## src/rtl/boot_pkg.sv

```systemverilog
// Shared definitions for the instruction-memory boot loader: FSM states,
// instruction width and the default frame start marker.
package boot_pkg;

  localparam int         INSTR_W      = 16;
  localparam logic [7:0] SYNC_DEFAULT = 8'hA5;

  typedef enum logic [3:0] {
    S_IDLE,
    S_LEN_HI,
    S_LEN_LO,
    S_DATA_HI,
    S_DATA_LO,
    S_WRITE,
    S_CHECK,
    S_DONE,
    S_ERROR
  } state_t;

endpackage

```

## src/rtl/boot_word_asm.sv

```systemverilog
// Pairs HI/LO payload bytes into a big-endian instruction word and keeps the
// running XOR checksum of every byte after the sync marker.
module boot_word_asm
  import boot_pkg::*;
(
  input  logic               clk,
  input  logic               rst,
  input  logic               i_clear,
  input  logic               i_en,
  input  logic               i_hi_en,
  input  logic               i_lo_en,
  input  logic [7:0]         i_byte,
  output logic [INSTR_W-1:0] o_word,
  output logic [7:0]         o_chk
);

  logic [7:0] r_hi;
  logic [7:0] r_lo;
  logic [7:0] r_acc;

  // NOTE: sequential state uses non-blocking assignments so every register
  // samples the pre-edge values of its neighbours.
  always_ff @(posedge clk) begin
    if (rst) begin
      r_hi  <= '0;
      r_lo  <= '0;
      r_acc <= '0;
    end else begin
      if (i_clear)   r_acc <= '0;
      else if (i_en) r_acc <= r_acc ^ i_byte;
      if (i_hi_en)   r_hi  <= i_byte;
      if (i_lo_en)   r_lo  <= i_byte;
    end
  end

  assign o_word = {r_hi, r_lo};
  assign o_chk  = r_acc;

endmodule

```

## src/rtl/imem_boot_loader.sv

```systemverilog
// Frame receiver that writes 16-bit instructions into imem and releases the
// core only after a complete image with a matching checksum has been loaded.
module imem_boot_loader
  import boot_pkg::*;
#(
  parameter int         ADDR_W    = 8,
  parameter logic [7:0] SYNC_BYTE = SYNC_DEFAULT
) (
  input  logic               clk,
  input  logic               rst,
  input  logic [7:0]         rx_data,
  input  logic               rx_valid,
  output logic               rx_ready,
  output logic               imem_we,
  output logic [ADDR_W-1:0]  imem_addr,
  output logic [INSTR_W-1:0] imem_wdata,
  output logic               cpu_run,
  output logic               load_err,
  output logic [ADDR_W:0]    words_loaded
);

  localparam int LEN_W = ADDR_W + 1;

  state_t r_state;
  state_t w_next;

  logic [7:0]         r_len_hi;
  logic [LEN_W-1:0]   r_len;
  logic [LEN_W-1:0]   r_words;
  logic               r_cpu_run;
  logic               r_load_err;

  logic               w_accept;
  logic               w_is_sync;
  logic [15:0]        w_len_full;
  logic               w_len_bad;
  logic               w_last_word;
  logic               w_start;
  logic               w_acc_en;
  logic               w_len_hi_en;
  logic               w_len_lo_en;
  logic               w_hi_en;
  logic               w_lo_en;
  logic               w_write;
  logic               w_chk_ok;
  logic               w_set_err;
  logic [INSTR_W-1:0] w_word;
  logic [7:0]         w_chk;

  assign rx_ready    = !rst && (r_state != S_WRITE);
  assign w_accept    = rx_valid && rx_ready;
  assign w_is_sync   = (rx_data == SYNC_BYTE);
  assign w_len_full  = {r_len_hi, rx_data};
  assign w_len_bad   = 32'(w_len_full) > (32'd1 << ADDR_W);
  assign w_last_word = (r_words + LEN_W'(1)) == r_len;

  always_ff @(posedge clk) begin
    if (rst) r_state <= S_IDLE;
    else     r_state <= w_next;
  end

  // NOTE: every signal driven here gets a default first, so no path through
  // the case statement can leave one unassigned and infer a latch.
  always_comb begin
    w_next      = r_state;
    w_start     = 1'b0;
    w_acc_en    = 1'b0;
    w_len_hi_en = 1'b0;
    w_len_lo_en = 1'b0;
    w_hi_en     = 1'b0;
    w_lo_en     = 1'b0;
    w_write     = 1'b0;
    w_chk_ok    = 1'b0;
    w_set_err   = 1'b0;
    case (r_state)
      S_IDLE, S_DONE, S_ERROR: begin
        if (w_accept && w_is_sync) begin
          w_start = 1'b1;
          w_next  = S_LEN_HI;
        end
      end
      S_LEN_HI: begin
        if (w_accept) begin
          w_acc_en    = 1'b1;
          w_len_hi_en = 1'b1;
          w_next      = S_LEN_LO;
        end
      end
      S_LEN_LO: begin
        if (w_accept) begin
          w_acc_en    = 1'b1;
          w_len_lo_en = 1'b1;
          if (w_len_bad) begin
            w_set_err = 1'b1;
            w_next    = S_ERROR;
          end else if (w_len_full == '0) begin
            w_next = S_CHECK;
          end else begin
            w_next = S_DATA_HI;
          end
        end
      end
      S_DATA_HI: begin
        if (w_accept) begin
          w_acc_en = 1'b1;
          w_hi_en  = 1'b1;
          w_next   = S_DATA_LO;
        end
      end
      S_DATA_LO: begin
        if (w_accept) begin
          w_acc_en = 1'b1;
          w_lo_en  = 1'b1;
          w_next   = S_WRITE;
        end
      end
      S_WRITE: begin
        w_write = 1'b1;
        w_next  = w_last_word ? S_CHECK : S_DATA_HI;
      end
      S_CHECK: begin
        if (w_accept) begin
          if (rx_data == w_chk) begin
            w_chk_ok = 1'b1;
            w_next   = S_DONE;
          end else begin
            w_set_err = 1'b1;
            w_next    = S_ERROR;
          end
        end
      end
      default: w_next = S_IDLE;
    endcase
  end

  always_ff @(posedge clk) begin
    if (rst) begin
      r_len_hi   <= '0;
      r_len      <= '0;
      r_words    <= '0;
      r_cpu_run  <= 1'b0;
      r_load_err <= 1'b0;
    end else begin
      if (w_start) begin
        r_words    <= '0;
        r_cpu_run  <= 1'b0;
        r_load_err <= 1'b0;
      end
      if (w_len_hi_en) r_len_hi   <= rx_data;
      // Only lengths that passed the capacity check are used, so LEN_W bits suffice.
      if (w_len_lo_en) r_len      <= LEN_W'(w_len_full);
      if (w_write)     r_words    <= r_words + LEN_W'(1);
      if (w_chk_ok)    r_cpu_run  <= 1'b1;
      if (w_set_err)   r_load_err <= 1'b1;
    end
  end

  boot_word_asm u_word_asm (
    .clk     (clk),
    .rst     (rst),
    .i_clear (w_start),
    .i_en    (w_acc_en),
    .i_hi_en (w_hi_en),
    .i_lo_en (w_lo_en),
    .i_byte  (rx_data),
    .o_word  (w_word),
    .o_chk   (w_chk)
  );

  assign imem_we      = (r_state == S_WRITE);
  assign imem_addr    = imem_we ? r_words[ADDR_W-1:0] : '0;
  assign imem_wdata   = imem_we ? w_word : '0;
  assign cpu_run      = r_cpu_run;
  assign load_err     = r_load_err;
  assign words_loaded = r_words;

endmodule
```

## config.mk

```make
export PLATFORM = sky130hd
export DESIGN_NAME = imem_boot_loader
export DESIGN_NICKNAME = d
export VERILOG_FILES = /design/src/rtl/boot_pkg.sv /design/src/rtl/boot_word_asm.sv /design/src/rtl/imem_boot_loader.sv
export SDC_FILE = /design/constraint.sdc
export NUM_CORES = 1
export LEC_CHECK = 0
export CAP_MARGIN = 20
export CORE_MARGIN = 2
export CORE_UTILIZATION = 45
export CTS_CLUSTER_DIAMETER = 50
export DETAILED_ROUTE_END_ITERATION = 7
export GPL_TIMING_DRIVEN = 1
export PLACE_DENSITY = 0.69
export SLEW_MARGIN = 20
export SYNTH_ARGS = -nofsm -noshare
export SYNTH_HDL_FRONTEND = slang
export SYNTH_SLANG_ARGS = --single-unit
```

## constraint.sdc

```tcl
create_clock -name clk -period 3.44 [get_ports clk]
set_input_delay 0.344 -clock clk [delete_from_list [all_inputs] [get_ports clk]]
set_output_delay 0.344 -clock clk [all_outputs]
set_load 0.01 [all_outputs]
```

==> flow_results.xml <==
<?xml version="1.0" encoding="UTF-8"?>
<metrics>
  <group name="run_status">
    <metric name="outcome" unit="">finished clean</metric>
  </group>
  <group name="sta">
    <metric name="setup_repair_after_global_routing_missed_its_margin" unit="">no</metric>
    <metric name="achievable-frequency" unit="GHz">0.317</metric>
    <metric name="worst_hold_slack" unit="ns">0.480</metric>
    <metric name="finalSetupViolations" unit="">0</metric>
    <metric name="fin_skew" unit="ns">0.00286</metric>
    <metric name="timing.final.hold_violations" unit="">0</metric>
    <metric name="fin_setup_tns" unit="ns">0</metric>
    <metric name="post-route-min-period" unit="ns">3.15</metric>
    <metric name="relSlewSlack" unit="">0.407</metric>
    <metric name="layout_worst_path_cycle_share" unit="">0.917</metric>
    <metric name="report.final.slew_viol_count" unit="">0</metric>
    <metric name="finalWorstSetupSlack" unit="ns">0.285</metric>
    <metric name="transition_time_at_the_pin_with_the_least_slew_margin" unit="ns">0.883</metric>
  </group>
  <group name="worst_setup_path">
    <metric name="cp-end-kind" unit="">primary output</metric>
    <metric name="cp.required" unit="ns">3.10</metric>
    <metric name="critPathMaxFanout" unit="">34</metric>
    <metric name="cp-start-kind" unit="">flop</metric>
    <metric name="timing_worst_setup_path_type" unit="">reg2out</metric>
    <metric name="worstPathArrival" unit="ns">2.81</metric>
  </group>
  <group name="cts">
    <metric name="cts-root-to-sink-buffers" unit="">2</metric>
    <metric name="tritoncts_clock_tree" unit="">built</metric>
    <metric name="cts.repair_timing.setup_buffer_count" unit="">0</metric>
    <metric name="h-tree-depth" unit="">2</metric>
    <metric name="clock_sinks" unit="">56</metric>
    <metric name="cts_resized" unit="">0</metric>
    <metric name="clockRootBuffer" unit="">sky130_fd_sc_hd__clkbuf_8</metric>
    <metric name="worst_setup_hold_path_clk_slew" unit="ns">0.10</metric>
    <metric name="cts.hold.buffers_added" unit="">0</metric>
    <metric name="tritoncts.num_buffers" unit="">5</metric>
    <metric name="clk-insertion-delay-late" unit="ns">0.31</metric>
  </group>
  <group name="final_layout">
    <metric name="share_of_layout_cells_above_drive_strength_1" unit="">0.0643</metric>
    <metric name="area_growth" unit="%">19.3</metric>
    <metric name="layout.filler_cells" unit="">598</metric>
    <metric name="postLayoutCoreUtil" unit="">0.558</metric>
    <metric name="n_antenna_cell" unit="">0</metric>
    <metric name="instances_no_fill" unit="">466</metric>
    <metric name="post_layout_nets" unit="">400</metric>
  </group>
  <group name="logic_synthesis">
    <metric name="synth_top_family_by_area" unit="">simple AND/OR/NAND/NOR gates</metric>
    <metric name="synth_cells" unit="">356</metric>
    <metric name="synth.net_count" unit="">368</metric>
    <metric name="async_reset_ff_frac" unit="">0</metric>
    <metric name="synth_area" unit="mm²">0.00297</metric>
    <metric name="yosys-top-cells-count" unit="">sky130_fd_sc_hd__nor2_1 (62), sky130_fd_sc_hd__dfxtp_1 (56), sky130_fd_sc_hd__mux2i_1 (33), sky130_fd_sc_hd__and2_1 (24), sky130_fd_sc_hd__nand2_1 (24)</metric>
    <metric name="synth-main-ff-cell" unit="">sky130_fd_sc_hd__dfxtp_1</metric>
    <metric name="post_synth_mux_area_share" unit="">0.111</metric>
    <metric name="synth_seq_area_share" unit="">0.378</metric>
    <metric name="synth.largest_area_cell" unit="">sky130_fd_sc_hd__dfxtp_1</metric>
    <metric name="synth.distinct_cells" unit="">47</metric>
    <metric name="synth_warnings" unit="">0</metric>
    <metric name="synthDominantCellAreaShare" unit="">0.378</metric>
    <metric name="ys_seq_elements" unit="">56</metric>
    <metric name="synth_edf_count" unit="">0</metric>
    <metric name="synth_simple_gate_area_frac" unit="">0.279</metric>
    <metric name="synth-xor-area-share" unit="">0.0679</metric>
    <metric name="synth_compound_gate_area_share" unit="">0.116</metric>
    <metric name="fraction_of_the_mapped_netlist_area_in_adder_cells" unit="">0.00422</metric>
    <metric name="post-synth-top-count-cell" unit="">sky130_fd_sc_hd__nor2_1</metric>
    <metric name="synth_area_per_cell" unit="µm²">8.34</metric>
    <metric name="yosys-top-cells-area" unit="">sky130_fd_sc_hd__dfxtp_1 (38%), sky130_fd_sc_hd__mux2i_1 (11%), sky130_fd_sc_hd__nor2_1 (7.8%)</metric>
  </group>
  <group name="global_routing">
    <metric name="grt_overflow_total" unit="">0</metric>
    <metric name="global_route_wire_length_before_repair" unit="µm">11100</metric>
    <metric name="grt.met3_usage" unit="">0.0321</metric>
    <metric name="globalRouteTotalUtil" unit="">0.185</metric>
    <metric name="grt_start_max_net_pins" unit="">49</metric>
    <metric name="antenna_violations_before_repair" unit="">0</metric>
    <metric name="use_met1" unit="">0.260</metric>
    <metric name="vias_in_the_first_global_route" unit="">2310</metric>
    <metric name="m2_gr_usage" unit="">0.296</metric>
    <metric name="gr-max-usage-layer" unit="">met2</metric>
  </group>
  <group name="run">
    <metric name="maxCapViolCount" unit="">0</metric>
  </group>
  <group name="hold_path">
    <metric name="hp-class" unit="">reg2reg</metric>
  </group>
  <group name="drt">
    <metric name="drcViolationCount" unit="">0</metric>
    <metric name="first_iter_violations" unit="">182</metric>
    <metric name="routed_wl" unit="µm">6640</metric>
    <metric name="drt-wirelength-per-cell" unit="µm">14.2</metric>
    <metric name="routed_via_density" unit="">5.46</metric>
    <metric name="drtAntennaViolNets" unit="">0</metric>
    <metric name="dr_total_vias" unit="">2543</metric>
    <metric name="firstDrtPassIters" unit="">5</metric>
  </group>
  <group name="placement">
    <metric name="place.gp.congestion" unit="">0.850</metric>
    <metric name="place_hpwl" unit="µm">4690</metric>
    <metric name="inst_count_dp" unit="">458</metric>
    <metric name="buffer_ports.inserted" unit="">47</metric>
    <metric name="post_place_setup_slack" unit="ns">0.665</metric>
  </group>
  <group name="floorplanning">
    <metric name="die_h" unit="µm">85.2</metric>
    <metric name="initial_utilization" unit="">0.467</metric>
    <metric name="coreArea" unit="mm²">0.00635</metric>
    <metric name="die_w" unit="µm">85.2</metric>
    <metric name="ios" unit="">48</metric>
    <metric name="fp-row-count" unit="">29</metric>
    <metric name="design.die.area" unit="mm²">0.00726</metric>
  </group>
  <group name="power_and_ir_drop">
    <metric name="power_leakage" unit="nW">1.44</metric>
    <metric name="worst_ir_drop_vdd" unit="µV">243</metric>
    <metric name="power_per_cell_area" unit="mW/mm²">435</metric>
  </group>
</metrics>
critical path, cell delays in order (launching register included):
cell and delay, ns:
sky130_fd_sc_hd__dfxtp_1 0.66, sky130_fd_sc_hd__nor2b_1 0.27, sky130_fd_sc_hd__nand2_1 0.31, sky130_fd_sc_hd__inv_2 0.51, sky130_fd_sc_hd__and2_1 0.21, sky130_fd_sc_hd__clkdlybuf4s50_1 0.54
state kept, by name, indices dropped and copies added (netlist names):
register / count
words_loaded: 9
r_len: 9
r_len_hi: 8
u_word_asm.r_hi: 8
cpu_run: 1
u_word_asm.r_lo: 8
r_state: 4
load_err: 1
u_word_asm.o_chk: 8
where the power goes:
group          switching, mW  internal [mW]
registers             0.0603          0.695
logic                  0.226          0.164
clock network          0.227          0.169
total                  0.514           1.03
placed cells by master, fill, tap and decap left out, drive strengths merged, types with 2 or more instances in the layout:
cell type / n
and2: 25
a21oi: 21
clkdlybuf4s50: 47
nand4: 3
o22ai: 3
nor4: 7
or4: 5
mux2i: 33
o21ai: 18
nand2b: 7
dfxtp: 56
clkbuf: 6
xnor2: 4
and3: 4
nor2b: 2
nand4b: 2
nor3: 4
or3: 2
nand3b: 4
nor2: 62
inv: 8
buf: 2
nand3: 6
xor2: 19
nand2: 24
o21a: 2
through the flow:
step           power, mW  cell area, µm²
2_1_floorplan       1.07            2970
3_3_place_gp        1.15            3440
3_5_place_dp        1.16            3440
4_1_cts             1.55            3540
5_1_grt             1.63            3540
6_report            1.54            3540
cells by family after synthesis:
logic type / count (synthesis)
buffers and inverters: 30
AND/OR/NAND/NOR: 159
multiplexers: 33
AO/OA/AOI/OAI: 54
flip-flops: 56
XOR/XNOR: 23
adder cells (fa/ha/maj): 1
cell type report:
| type | instances | area [µm²] | area share |
|---|---|---|---|
| clock buffer | 6 | 82.6 | 0.0233 |
| timing repair buffer | 49 | 485 | 0.137 |
| clock inverter | 2 | 17.5 | 0.00495 |
| multi-input combinational | 270 | 1720 | 0.484 |
| tap | 77 | 96.3 | 0.0272 |
| sequential | 56 | 1120 | 0.317 |
| inverter | 6 | 22.5 | 0.00636 |
layer usage:
| layer | up-vias | routed length [µm] |
|---|---|---|
| li1 | 1278 | - |
| met1 | 1179 | 3170 |
| met2 | 80 | 3030 |
| met4 | 0 | 55 |
| met5 | - | 0 |
| met3 | 6 | 378 |
final timing paths:
check	startpoint	endpoint	slack, ns	cells past startpoint
setup reg to reg	r_state[3]	load_err	0.70	7
hold reg to reg	cpu_run	cpu_run	0.48	2
setup / recovery	r_state[2]	imem_wdata[1]	0.29	5
hold / removal	cpu_run	cpu_run	0.48	2
Note: power is estimated with default switching activity, not from simulation.
